### config.mk
export PLATFORM = sky130hd
export DESIGN_NAME = hi_host_master
export DESIGN_NICKNAME = d
export VERILOG_FILES = /design/src/rtl/hi_host_master.sv
export SDC_FILE = /design/constraint.sdc
export NUM_CORES = 1
export LEC_CHECK = 0
export CAP_MARGIN = 15
export CORE_AREA = 2 2 103 144
export CTS_BUF_LIST = sky130_fd_sc_hd__clkbuf_16
export DETAILED_ROUTE_END_ITERATION = 8
export DIE_AREA = 0 0 105 146
export PLACE_DENSITY = 0.76
export SYNTH_ARGS = -nofsm -noshare
export SYNTH_HDL_FRONTEND = slang
export SYNTH_SLANG_ARGS = --single-unit
### constraint.sdc
create_clock -name if_clock -period 2.5 [get_ports if_clock]
set_input_delay 0.625 -clock if_clock [delete_from_list [all_inputs] [get_ports if_clock]]
set_output_delay 0.625 -clock if_clock [all_outputs]
set_load 0.05 [all_outputs]
### src/rtl/hi_host_master.sv
// hi_host_master: initiator end of the 16-bit state-coded host interface bus.
// Turns a command (write or read N words at ep/reg) into the bus sequence
// SETEP -> SETREG -> (SETRVAL words | RDTC -> RDDATA words) -> IDLE.
//
// Ports:
//   if_clock, resetb           clock, asynchronous active-low reset
//   cmd_valid/cmd_ready        command handshake (ready only while idle)
//   cmd_write, cmd_ep, cmd_reg, cmd_len   command fields, latched on accept
//   wr_data/wr_valid/wr_ready  write word stream (wr_ready = 1-cycle consume pulse)
//   rd_data/rd_valid           read word stream, no backpressure
//   done / err                 1-cycle completion / timeout-abort pulses
//   hst_state, hst_ctl         bus state code and control strobes (only [1] used)
//   hst_rdy, hst_data_in       device ready and device-driven data
//   hst_data_out, hst_data_oe  host-driven data and its output enable
// All outputs come straight from registers.
module hi_host_master #(
  parameter int SETTLE  = 2,
  parameter int TIMEOUT = 1024
) (
  input  logic        if_clock,
  input  logic        resetb,
  input  logic        cmd_valid,
  output logic        cmd_ready,
  input  logic        cmd_write,
  input  logic [15:0] cmd_ep,
  input  logic [15:0] cmd_reg,
  input  logic [15:0] cmd_len,
  input  logic [15:0] wr_data,
  input  logic        wr_valid,
  output logic        wr_ready,
  output logic [15:0] rd_data,
  output logic        rd_valid,
  output logic        done,
  output logic        err,
  output logic [3:0]  hst_state,
  output logic [2:0]  hst_ctl,
  input  logic        hst_rdy,
  output logic [15:0] hst_data_out,
  output logic        hst_data_oe,
  input  logic [15:0] hst_data_in
);

  localparam int SW = $clog2(SETTLE + 1);
  localparam int TW = $clog2(TIMEOUT + 1);

  localparam logic [3:0] ST_IDLE    = 4'd0;
  localparam logic [3:0] ST_SETEP   = 4'd1;
  localparam logic [3:0] ST_SETREG  = 4'd2;
  localparam logic [3:0] ST_SETRVAL = 4'd3;
  localparam logic [3:0] ST_RDDATA  = 4'd4;
  localparam logic [3:0] ST_RDTC    = 4'd7;

  typedef enum logic [3:0] {
    S_IDLE, S_ASETTLE, S_AWAIT, S_ASTROBE, S_AHOLD,
    S_WSETTLE, S_WWAIT, S_WSTROBE, S_RSETTLE, S_RRUN, S_FIN
  } fsm_t;

  // Which address phase the shared S_A* states are serving.
  typedef enum logic [1:0] {PH_EP, PH_REG, PH_TC} phase_t;

  fsm_t          state_reg, state_next;
  phase_t        phase_reg, phase_next;
  logic [SW-1:0] settle_reg, settle_next;
  logic [TW-1:0] tmo_reg, tmo_next;
  logic [15:0]   remain_reg, remain_next;
  logic          write_reg;
  logic [15:0]   ep_reg, addr_reg, len_reg;

  logic [3:0]    hst_state_reg, hst_state_next;
  logic          ctl1_reg, ctl1_next;
  logic          oe_reg, oe_next;
  logic [15:0]   data_out_reg, data_out_next;
  logic          wr_ready_reg, wr_ready_next;
  logic          rd_valid_reg, rd_valid_next;
  logic [15:0]   rd_data_reg, rd_data_next;
  logic          done_reg, done_next;
  logic          err_reg, err_next;
  logic          cmd_ready_reg, cmd_ready_next;

  logic [15:0]   addr_word;
  logic          progress;
  logic          settle_end;
  logic          tmo_hit;

  always_comb begin
    addr_word = len_reg;
    case (phase_reg)
      PH_EP:   addr_word = ep_reg;
      PH_REG:  addr_word = addr_reg;
      default: addr_word = len_reg;
    endcase
  end

  assign settle_end = (settle_reg == SW'(SETTLE - 1));
  assign tmo_hit    = (tmo_reg == TW'(TIMEOUT - 1));

  always_comb begin
    state_next     = state_reg;
    phase_next     = phase_reg;
    settle_next    = settle_reg;
    tmo_next       = tmo_reg + 1'b1;
    remain_next    = remain_reg;
    hst_state_next = hst_state_reg;
    ctl1_next      = 1'b0;
    oe_next        = oe_reg;
    data_out_next  = data_out_reg;
    wr_ready_next  = 1'b0;
    rd_valid_next  = 1'b0;
    rd_data_next   = rd_data_reg;
    done_next      = 1'b0;
    err_next       = 1'b0;
    cmd_ready_next = cmd_ready_reg;
    progress       = 1'b0;

    case (state_reg)
      S_IDLE: begin
        tmo_next = '0;
        if (cmd_valid) begin
          state_next     = S_ASETTLE;
          phase_next     = PH_EP;
          settle_next    = '0;
          remain_next    = cmd_len;
          hst_state_next = ST_SETEP;
          oe_next        = 1'b0;
          cmd_ready_next = 1'b0;
        end
      end
      S_ASETTLE: begin
        if (settle_end) begin
          state_next    = S_AWAIT;
          oe_next       = 1'b1;
          data_out_next = addr_word;
        end else begin
          settle_next = settle_reg + 1'b1;
        end
      end
      S_AWAIT: begin
        if (hst_rdy) begin
          state_next = S_ASTROBE;
          ctl1_next  = 1'b1;
          progress   = 1'b1;
          tmo_next   = '0;
        end
      end
      S_ASTROBE: state_next = S_AHOLD;
      S_AHOLD: begin
        // Phase entry: new state code, bus released during settle.
        progress    = 1'b1;
        tmo_next    = '0;
        settle_next = '0;
        oe_next     = 1'b0;
        case (phase_reg)
          PH_EP: begin
            phase_next     = PH_REG;
            state_next     = S_ASETTLE;
            hst_state_next = ST_SETREG;
          end
          PH_REG: begin
            if (len_reg == 16'd0) begin
              state_next = S_FIN;
              done_next  = 1'b1;
            end else if (write_reg) begin
              state_next     = S_WSETTLE;
              hst_state_next = ST_SETRVAL;
            end else begin
              phase_next     = PH_TC;
              state_next     = S_ASETTLE;
              hst_state_next = ST_RDTC;
            end
          end
          default: begin
            state_next     = S_RSETTLE;
            hst_state_next = ST_RDDATA;
          end
        endcase
      end
      S_WSETTLE: begin
        if (settle_end) begin
          state_next = S_WWAIT;
          oe_next    = 1'b1;
        end else begin
          settle_next = settle_reg + 1'b1;
        end
      end
      S_WWAIT: begin
        // The WWAIT cycle after a strobe doubles as the mandatory gap cycle.
        if (remain_reg == 16'd0) begin
          state_next = S_FIN;
          done_next  = 1'b1;
        end else if (wr_valid && hst_rdy) begin
          state_next    = S_WSTROBE;
          data_out_next = wr_data;
          ctl1_next     = 1'b1;
          wr_ready_next = 1'b1;
          remain_next   = remain_reg - 16'd1;
          progress      = 1'b1;
          tmo_next      = '0;
        end
      end
      S_WSTROBE: state_next = S_WWAIT;
      S_RSETTLE: begin
        if (settle_end) begin
          state_next = S_RRUN;
          ctl1_next  = 1'b1;
        end else begin
          settle_next = settle_reg + 1'b1;
        end
      end
      S_RRUN: begin
        ctl1_next = 1'b1;
        if (hst_rdy) begin
          rd_data_next  = hst_data_in;
          rd_valid_next = 1'b1;
          remain_next   = remain_reg - 16'd1;
          progress      = 1'b1;
          tmo_next      = '0;
          if (remain_reg == 16'd1) begin
            state_next = S_FIN;
            done_next  = 1'b1;
          end
        end
      end
      S_FIN: begin
        state_next     = S_IDLE;
        cmd_ready_next = 1'b1;
        tmo_next       = '0;
      end
      default: state_next = S_IDLE;
    endcase

    // Abort only when nothing moved this cycle and we were not already finishing.
    if (state_reg != S_IDLE && state_reg != S_FIN && state_next != S_FIN &&
        tmo_hit && !progress) begin
      state_next = S_FIN;
      err_next   = 1'b1;
    end

    if (state_next == S_FIN) begin
      hst_state_next = ST_IDLE;
      ctl1_next      = 1'b0;
      oe_next        = 1'b0;
    end
  end

  always_ff @(posedge if_clock or negedge resetb) begin
    if (!resetb) begin
      state_reg     <= S_IDLE;
      phase_reg     <= PH_EP;
      settle_reg    <= '0;
      tmo_reg       <= '0;
      remain_reg    <= '0;
      write_reg     <= 1'b0;
      ep_reg        <= '0;
      addr_reg      <= '0;
      len_reg       <= '0;
      hst_state_reg <= ST_IDLE;
      ctl1_reg      <= 1'b0;
      oe_reg        <= 1'b0;
      data_out_reg  <= '0;
      wr_ready_reg  <= 1'b0;
      rd_valid_reg  <= 1'b0;
      rd_data_reg   <= '0;
      done_reg      <= 1'b0;
      err_reg       <= 1'b0;
      cmd_ready_reg <= 1'b1;
    end else begin
      state_reg     <= state_next;
      phase_reg     <= phase_next;
      settle_reg    <= settle_next;
      tmo_reg       <= tmo_next;
      remain_reg    <= remain_next;
      hst_state_reg <= hst_state_next;
      ctl1_reg      <= ctl1_next;
      oe_reg        <= oe_next;
      data_out_reg  <= data_out_next;
      wr_ready_reg  <= wr_ready_next;
      rd_valid_reg  <= rd_valid_next;
      rd_data_reg   <= rd_data_next;
      done_reg      <= done_next;
      err_reg       <= err_next;
      cmd_ready_reg <= cmd_ready_next;
      if (state_reg == S_IDLE && cmd_valid) begin
        write_reg <= cmd_write;
        ep_reg    <= cmd_ep;
        addr_reg  <= cmd_reg;
        len_reg   <= cmd_len;
      end
    end
  end

  assign cmd_ready    = cmd_ready_reg;
  assign wr_ready     = wr_ready_reg;
  assign rd_data      = rd_data_reg;
  assign rd_valid     = rd_valid_reg;
  assign done         = done_reg;
  assign err          = err_reg;
  assign hst_state    = hst_state_reg;
  assign hst_ctl      = {1'b0, ctl1_reg, 1'b0};
  assign hst_data_out = data_out_reg;
  assign hst_data_oe  = oe_reg;

endmodule

### After elaboration in Yosys (flattened, before gate mapping)

Index checks and enable logic that the tools add are counted.

* flip-flop bits (word level): 127
* output and inout port bits: 45
* logic and storage cells: 144

* eq/ne operators: 29
* mux-type cells: 62
* add/subtract/negate cells: 3
* reduce and logical (&&, ||, !) cells: 31

Operators by type and width (number)
* 16-bit 2-to-1 mux: 7
* 16-bit case mux with 2 select lines: 2
* 4-bit 2-to-1 mux: 14
* 16-bit case mux with 3 select lines: 1
* 4-bit case mux with 10 select lines: 1
* 11-bit 2-to-1 mux: 3
* 11-bit case mux with 3 select lines: 1
* 16-bit logical NOT: 2
* 4-bit case mux with 2 select lines: 3
* 16-bit by 1-bit equality test with 1-bit output (second input constant): 1
* 4-bit by 3-bit equality test with 1-bit output (second input constant): 4
* 4-bit equality test (second input constant): 4
* 1-bit 2-to-1 mux: 16
* 16-bit by 1-bit subtractor with 16-bit output (second input constant): 1
* 2-bit inequality test (second input constant): 6
* 4-bit inequality test (second input constant): 3
* 11-bit by 1-bit adder with 11-bit output (second input constant): 1
* 11-bit by 10-bit equality test with 1-bit output (second input constant): 1
* 5-bit AND reduction: 2
* 3-bit inequality test (second input constant): 3
* 1-bit case mux with 3 select lines: 3
* 3-bit AND reduction: 3
* 3-bit nonzero test: 3
* 4-bit by 2-bit equality test with 1-bit output (second input constant): 2
* 21 further kinds: 38

### Logic depth before layout (Yosys ltp)

Gate-level depths: netlist of run 1.

* word-level depth: 12
* gate-level depth with buffers: 9
* depth with buffers taken out: 7

### Least setup slack after synthesis of run 1

OpenSTA, ideal clock, no wires.

* path kind: reg2reg
* start: reg remain_reg[0]
* end: reg data_out_reg[10] (netlist: hst_data_out[10])
* cell stages (with the launch flop): 10
* setup slack: -238 ps
* arrival: 2613 ps
* buffers on the path: 2
* setup time: 125 ps
* period minus slack after synthesis: 2738 ps
* cells stage by stage: dfrtp_1 inv_1 ha_1 or4b_2 or4_4 and2_4 or2_1 buf_6 buf_12 mux2_4

* cells in the longest elaborated chain, start to end: 3

RTL lines
* start: declaration: RTL line 65 `logic [15:0] remain_reg, remain_next;`
* start signal: assignment: RTL line 271 `remain_reg <= remain_next;`
* 16-bit logical NOT: RTL line 187 `if (remain_reg == 16'd0) begin`
* 2-bit inequality test (no line)
* 4-bit AND reduction (no line)
* end signal: assignment: RTL line 275 `data_out_reg <= data_out_next;`
* end: declaration: RTL line 72 `logic [15:0] data_out_reg, data_out_next;`

Every way passes these cells.
A chain may end at the register's enable or synchronous reset.

### Worst setup path in the final report of run 1

* start: reg remain_reg[0]
* end: reg data_out_reg[12] (netlist: hst_data_out[12])

The elaborated chain is that of the path after synthesis.

==> flow_summary.json, run 1 <==
{
  "ys_seq_elements": 126,
  "crit_fanout": 8,
  "skew_ns": 0.00623,
  "dp_hpwl_microns": 12000,
  "clock-sinks": 126,
  "period_minus_slack_ns": 2.44,
  "layout_setup_ws_ns": 0.0578,
  "setup_viol_count_final": 0,
  "num_vias": 5110,
  "hold_slack_ns": 0.215,
  "drt-initial-drc-count": 369,
  "grt_max_degree": 54,
  "grt.total_usage": 0.222,
  "cts_buffers": 17,
  "antenna_left": 0,
  "postSynthAreaPerCell_sq_um": 10.9,
  "boundaryPins": 131,
  "cts_tree": "done",
  "power_density_nw_per_um2": 1290,
  "ys_seq_area_frac": 0.508,
  "start_kind": "flip-flop",
  "antenna_found_initial": 1,
  "nFillCells": 1160,
  "path_clk_slew_ns": 0.05,
  "async_flop_share": 1.00,
  "syn_inst": 568,
  "die_width_microns": 105,
  "synthFlopType": "dfrtp_1",
  "worst_pin_slew_ns": 0.607,
  "p_leak_nw": 3.57,
  "insertion_delay_ns": 0.42,
  "netlist-cell-type-count": 63,
  "first_global_vias": 5414,
  "synth_area_sq_um": 6200,
  "fin_cells": 916,
  "final_nets": 809,
  "place_worst_setup_slack_ns": -0.0406,
  "period_share": 0.977,
  "wl_per_cell_microns": 18.2,
  "areaGrowthSynthToFinish_pct": 36.8,
  "rows": 51,
  "drc_errors": 0,
  "slew_violations": 0,
  "maxSlewHeadroom": 0.595,
  "fmaxAchievable_ghz": 0.409,
  "cap_violations": 0,
  "overflow": 0,
  "viasPerCell": 5.58,
  "ctsLongestPathBuffers": 2,
  "grt_first_pass_wirelength_microns": 26700,
  "numPortBuffers": 127,
  "wl_microns": 16600,
  "crit_path_end_kind": "flip-flop",
  "dpl.cell_count": 883,
  "cp.arrival_ns": 2.74,
  "hold_path_class": "in -> async",
  "ir_drop_mv": 0.621,
  "worstSetupPathType": "reg -> reg",
  "dr.pass1.iters": 4,
  "cts.htree.levels": 4,
  "fp.dieH_microns": 146,
  "rsz0062_at_grt": "false",
  "gp_congestion": 0.858,
  "yosysWarnings": 0,
  "synth_edf_count": 0,
  "hold_viol": 0,
  "initial_core_util": 0.446,
  "final_layout_size_suffix_gt1_frac": 0.232,
  "total_power_w": 0.0109,
  "status": "finished, final reports clean",
  "dieArea_sq_um": 15300,
  "ctsHoldBuffers": 0,
  "cts_root_buf": "clkbuf_16",
  "crit_required_ns": 2.80,
  "coreArea_sq_um": 13900
}
-- cells in the final DEF (no fill, tap or decap), types with 12 or more instances in the layout --
| master | n |
|---|---|
| clkdlybuf4s50_1 | 126 |
| nor2_1 | 48 |
| mux2i_1 | 18 |
| inv_1 | 12 |
| clkbuf_16 | 17 |
| mux2_2 | 72 |
| nand2_1 | 40 |
| dfrtp_1 | 125 |
| a21oi_1 | 36 |
| buf_4 | 37 |
| o21ai_0 | 33 |
-- layout make-up --
class                   count  area, sq um  share of cell area
multi-input cells         396         2870               0.338
clock inverters            13          156              0.0184
inverters                  12         45.0             0.00531
diodes                      1         2.50            0.000295
clock buffers              17          425              0.0501
flip-flops and latches    126         3150               0.372
repair buffers            166         1600               0.188
well taps                 185          231              0.0273
-- final timing paths --
path                               start               end  slack [ns]  cells after the start
setup / recovery           remain_reg[0]  hst_data_out[12]        0.06                      7
hold / removal                    resetb  hst_data_out[11]        0.22                      1
setup reg to reg           remain_reg[0]  hst_data_out[12]        0.06                      7
hold reg to reg               tmo_reg[0]        tmo_reg[0]        0.48                      1
max in group asynchronous         resetb      addr_reg[10]        1.63                      2
min in group if_clock         tmo_reg[0]        tmo_reg[0]        0.48                      1
-- stage by stage --
| stage | utilization | cell area, sq um | setup TNS [ns] |
|---|---|---|---|
| 2_1_floorplan | - | 6230 | -0.527 |
| 3_3_place_gp | 0.568 | 7900 | 0 |
| 3_5_place_dp | 0.568 | 7900 | -0.459 |
| 4_1_cts | 0.609 | 8480 | 0 |
| 5_1_grt | 0.610 | 8490 | 0 |
| 6_report | 0.610 | 8490 | 0 |
-- synthesized netlist by cell type, types with 4 or more instances --
cell	n	area (sq um)
nand3_1	9	45.0
buf_1	4	15.0
nor2b_1	5	31.3
nand4_1	7	43.8
xor2_1	5	43.8
nor3b_1	4	30.0
dfrtp_1	125	3130
mux2i_1	18	180
ha_1	4	50.1
o31ai_1	6	45.0
or2_2	4	25.0
o21ai_0	33	165
a31o_2	5	43.8
nor2_1	48	180
inv_1	12	45.0
nand3b_1	4	30.0
a21oi_1	36	180
a31oi_1	11	68.8
buf_4	4	30.0
nor4_1	11	68.8
nand2_1	40	150
clkbuf_1	25	93.8
mux2_2	72	811
nor3_1	6	30.0
mux2_4	10	150
-- logic make-up (layout without fill, tap and decap cells) --
family	after synthesis	in the layout	share of synthesized area
adder cells (fa/ha/maj)	4	4	0.00807
XOR/XNOR	8	8	0.0113
flip-flops	126	126	0.508
multiplexers	100	100	0.184
buffers and inverters	49	208	0.0373
other	1	4	0.000605
AND/OR/NAND/NOR	161	162	0.133
AO/OA/AOI/OAI	119	119	0.118
-- critical path, stage by stage (launching register included) --
cell and delay, ns:
dfrtp_1 0.39, inv_2 0.09, ha_4 0.15, or4b_4 0.46, or4_4 0.44, and2_4 0.18, or2_4 0.31, mux2_4 0.31
-- layer usage --
layer,global-route usage,vias up,part of all wire
li1,-,2357,-
met4,0.135,0,0.052
met2,0.378,207,0.52
met3,0.0578,48,0.055
met1,0.247,2498,0.37
met5,0,-,0
-- report_power, final --
| part | internal (W) | switching (W) | total (W) |
|---|---|---|---|
| Sequential | 0.00292 | 0.000653 | 0.00357 |
| Combinational | 0.00224 | 0.00265 | 0.00489 |
| Clock | 0.00162 | 0.000838 | 0.00246 |
| Total | 0.00678 | 0.00414 | 0.0109 |
-- timing repair --
item | CTS | global route
setup buffers | 2 | 0
resized for setup | 1 | 1
pin swaps | 0 | 1
cloned | 0 | 1
endpoints found under the setup margin | 16 | 16
No activity file was read; power rests on OpenSTA's default activity.
==> run 2: changes to the inputs <==
--- a/config.mk
+++ b/config.mk
@@ -7,7 +7,6 @@
 export LEC_CHECK = 0
 export CAP_MARGIN = 15
 export CORE_AREA = 2 2 103 144
-export CTS_BUF_LIST = sky130_fd_sc_hd__clkbuf_16
 export DETAILED_ROUTE_END_ITERATION = 8
 export DIE_AREA = 0 0 105 146
 export PLACE_DENSITY = 0.76
==> flow_summary.json, run 2 (same netlist as run 1, synthesis figures left out) <==
{
  "internal_power_w": 0.00694,
  "wl_microns": 16600,
  "maxSlewHeadroom": 0.593,
  "insertion_delay_ns": 0.42,
  "coreArea_sq_um": 13900,
  "r2r.worst_path.cells": 7,
  "crit_path_end_kind": "flip-flop",
  "overflow": 0,
  "final_common_cell": "clkdlybuf4s50_1",
  "cts_root_buf": "clkbuf_16",
  "final_layout_size_suffix_gt1_frac": 0.238,
  "cts_buffers": 17,
  "hold_slack_ns": 0.221,
  "hold_path_class": "in -> async",
  "p_comb_frac": 0.440,
  "crit_required_ns": 2.80,
  "path_clk_slew_ns": 0.05,
  "slew_violations": 0,
  "boundaryPins": 131,
  "period_share": 0.975,
  "start_kind": "flip-flop",
  "fmaxAchievable_ghz": 0.410,
  "crit_fanout": 8,
  "cap_violations": 0,
  "ctsHoldBuffers": 0,
  "fin_setup_tns_ns": 0,
  "grt_max_degree": 54,
  "drt-initial-drc-count": 373,
  "cp.arrival_ns": 2.73,
  "p_seq_frac": 0.322,
  "setup_viol_count_final": 0,
  "max_stage_delay_ns": 0.46,
  "numPortBuffers": 127,
  "first_global_vias": 5415,
  "grt.total_usage": 0.222,
  "dieArea_sq_um": 15300,
  "path_cells": "inv_2 -> ha_4 -> or4b_4 -> or4_4 -> and2_4 -> or2_4 -> mux2_4",
  "drc_errors": 0,
  "die_width_microns": 105,
  "post_dp_cell_area_sq_um": 7900,
  "place_worst_setup_slack_ns": -0.0406,
  "dp_hpwl_microns": 12000,
  "fp.dieH_microns": 146,
  "cpMaxStageDelayCell": "or4b_4",
  "power.share.clock": 0.238,
  "total_power_w": 0.0111,
  "hold_viol": 0,
  "p_leak_nw": 3.59,
  "cts.htree.levels": 4,
  "nFillCells": 1152,
  "skew_ns": 0.00776,
  "cts_tree": "done",
  "power.net_switching_w": 0.00414,
  "ctsLongestPathBuffers": 2,
  "layout_setup_ws_ns": 0.0623,
  "dr.pass1.iters": 5,
  "final_area_sq_um": 8540,
  "viasPerCell": 5.53,
  "ir_drop_mv": 0.685,
  "worst_pin_slew_ns": 0.610,
  "clock-sinks": 126,
  "areaGrowthSynthToFinish_pct": 37.6,
  "antenna_found_initial": 1,
  "swShare": 0.374,
  "antenna_left": 0,
  "status": "finished, final reports clean",
  "wl_per_cell_microns": 18.1,
  "period_minus_slack_ns": 2.44,
  "gp_congestion": 0.858,
  "initial_core_util": 0.446,
  "power_density_nw_per_um2": 1300,
  "mostFrequentLayoutCells": "clkdlybuf4s50_1 (126), dfrtp_1 (125), mux2_2 (72), nor2_1 (48), nand2_1 (40)",
  "rows": 51,
  "rsz0062_at_grt": "false",
  "final_nets": 809,
  "worstSetupPathType": "reg -> reg",
  "grt_first_pass_wirelength_microns": 26800,
  "num_vias": 5069
}
==> run 2: cell types whose count changed in the layout (fill, tap and decap cells not counted) <==
cell,change
clkbuf_8,+5
clkinv_1,-5
clkbuf_1,+2
inv_1,-2
==> run 2: metrics by stage <==
step | instances | util
floorplan | 570 | -
global placement | 883 | 0.568
detailed placement | 883 | 0.568
CTS | 914 | 0.613
global route | 916 | 0.614
finish | 916 | 0.614
==> run 2: layer usage <==
metal | wire length, microns | part of all wire | vias to the layer above | GRT usage
met5 | 0 | 0 | - | 0
met4 | 878 | 0.053 | 0 | 0.137
met3 | 895 | 0.054 | 50 | 0.0578
met2 | 8580 | 0.52 | 192 | 0.377
met1 | 6210 | 0.38 | 2476 | 0.247
li1 | - | - | 2351 | -
==> run 2: area by class of cell <==
type                    count  area [sq um]  share of cell area
repair buffers            166          1600               0.187
flip-flops and latches    126          3150               0.369
inverters                  12          45.0             0.00528
clock inverters             6           130              0.0152
clock buffers              24           502              0.0588
well taps                 185           231              0.0271
multi-input cells         396          2870               0.337
diodes                      1          2.50            0.000293
==> run 2: worst max-delay path: cells and delay by family, from the launching register on <==
family,cells,cell delay (ns)
mux,1,0.31
simple gates,4,1.39
fa+ha+maj,1,0.14
buf+inv,1,0.09
flops,1,0.39
==> run 2: path summary, 6_finish.rpt <==
path                       slack, ns          start               end
max in group asynchronous       1.63         resetb      addr_reg[13]
min reg2reg                     0.48     tmo_reg[0]        tmo_reg[0]
max                             0.06  remain_reg[0]  hst_data_out[12]
max reg2reg                     0.06  remain_reg[0]  hst_data_out[12]
min in group if_clock           0.48     tmo_reg[0]        tmo_reg[0]
min                             0.22         resetb  hst_data_out[11]
==> run 2: what timing repair did <==
action                     CTS  global route
pin swaps                    0             1
gates resized for setup      1             1
setup endpoints to repair   16            16
setup buffers                2             0
cloned                       0             1
==> run 2: power by group through the flow <==
stage / Combinational (W) / Clock [W] / Sequential (W)
finish: 0.00488 / 0.00264 / 0.00357
global route: 0.00526 / 0.00277 / 0.00367
CTS: 0.00487 / 0.00267 / 0.00355
detailed placement: 0.00483 / 0 / 0.00356
global placement: 0.00468 / 0 / 0.00352
floorplan: 0.00248 / 0 / 0.00426
==> run 3: changes to the inputs <==
--- a/config.mk
+++ b/config.mk
@@ -9,6 +9,7 @@
 export CORE_AREA = 2 2 103 144
 export DETAILED_ROUTE_END_ITERATION = 8
 export DIE_AREA = 0 0 105 146
+export HOLD_SLACK_MARGIN = 0.02
 export PLACE_DENSITY = 0.76
 export SYNTH_ARGS = -nofsm -noshare
 export SYNTH_HDL_FRONTEND = slang
==> results of run 3 <==
The final DEF is identical to that of run 2; final timing and power are the same.
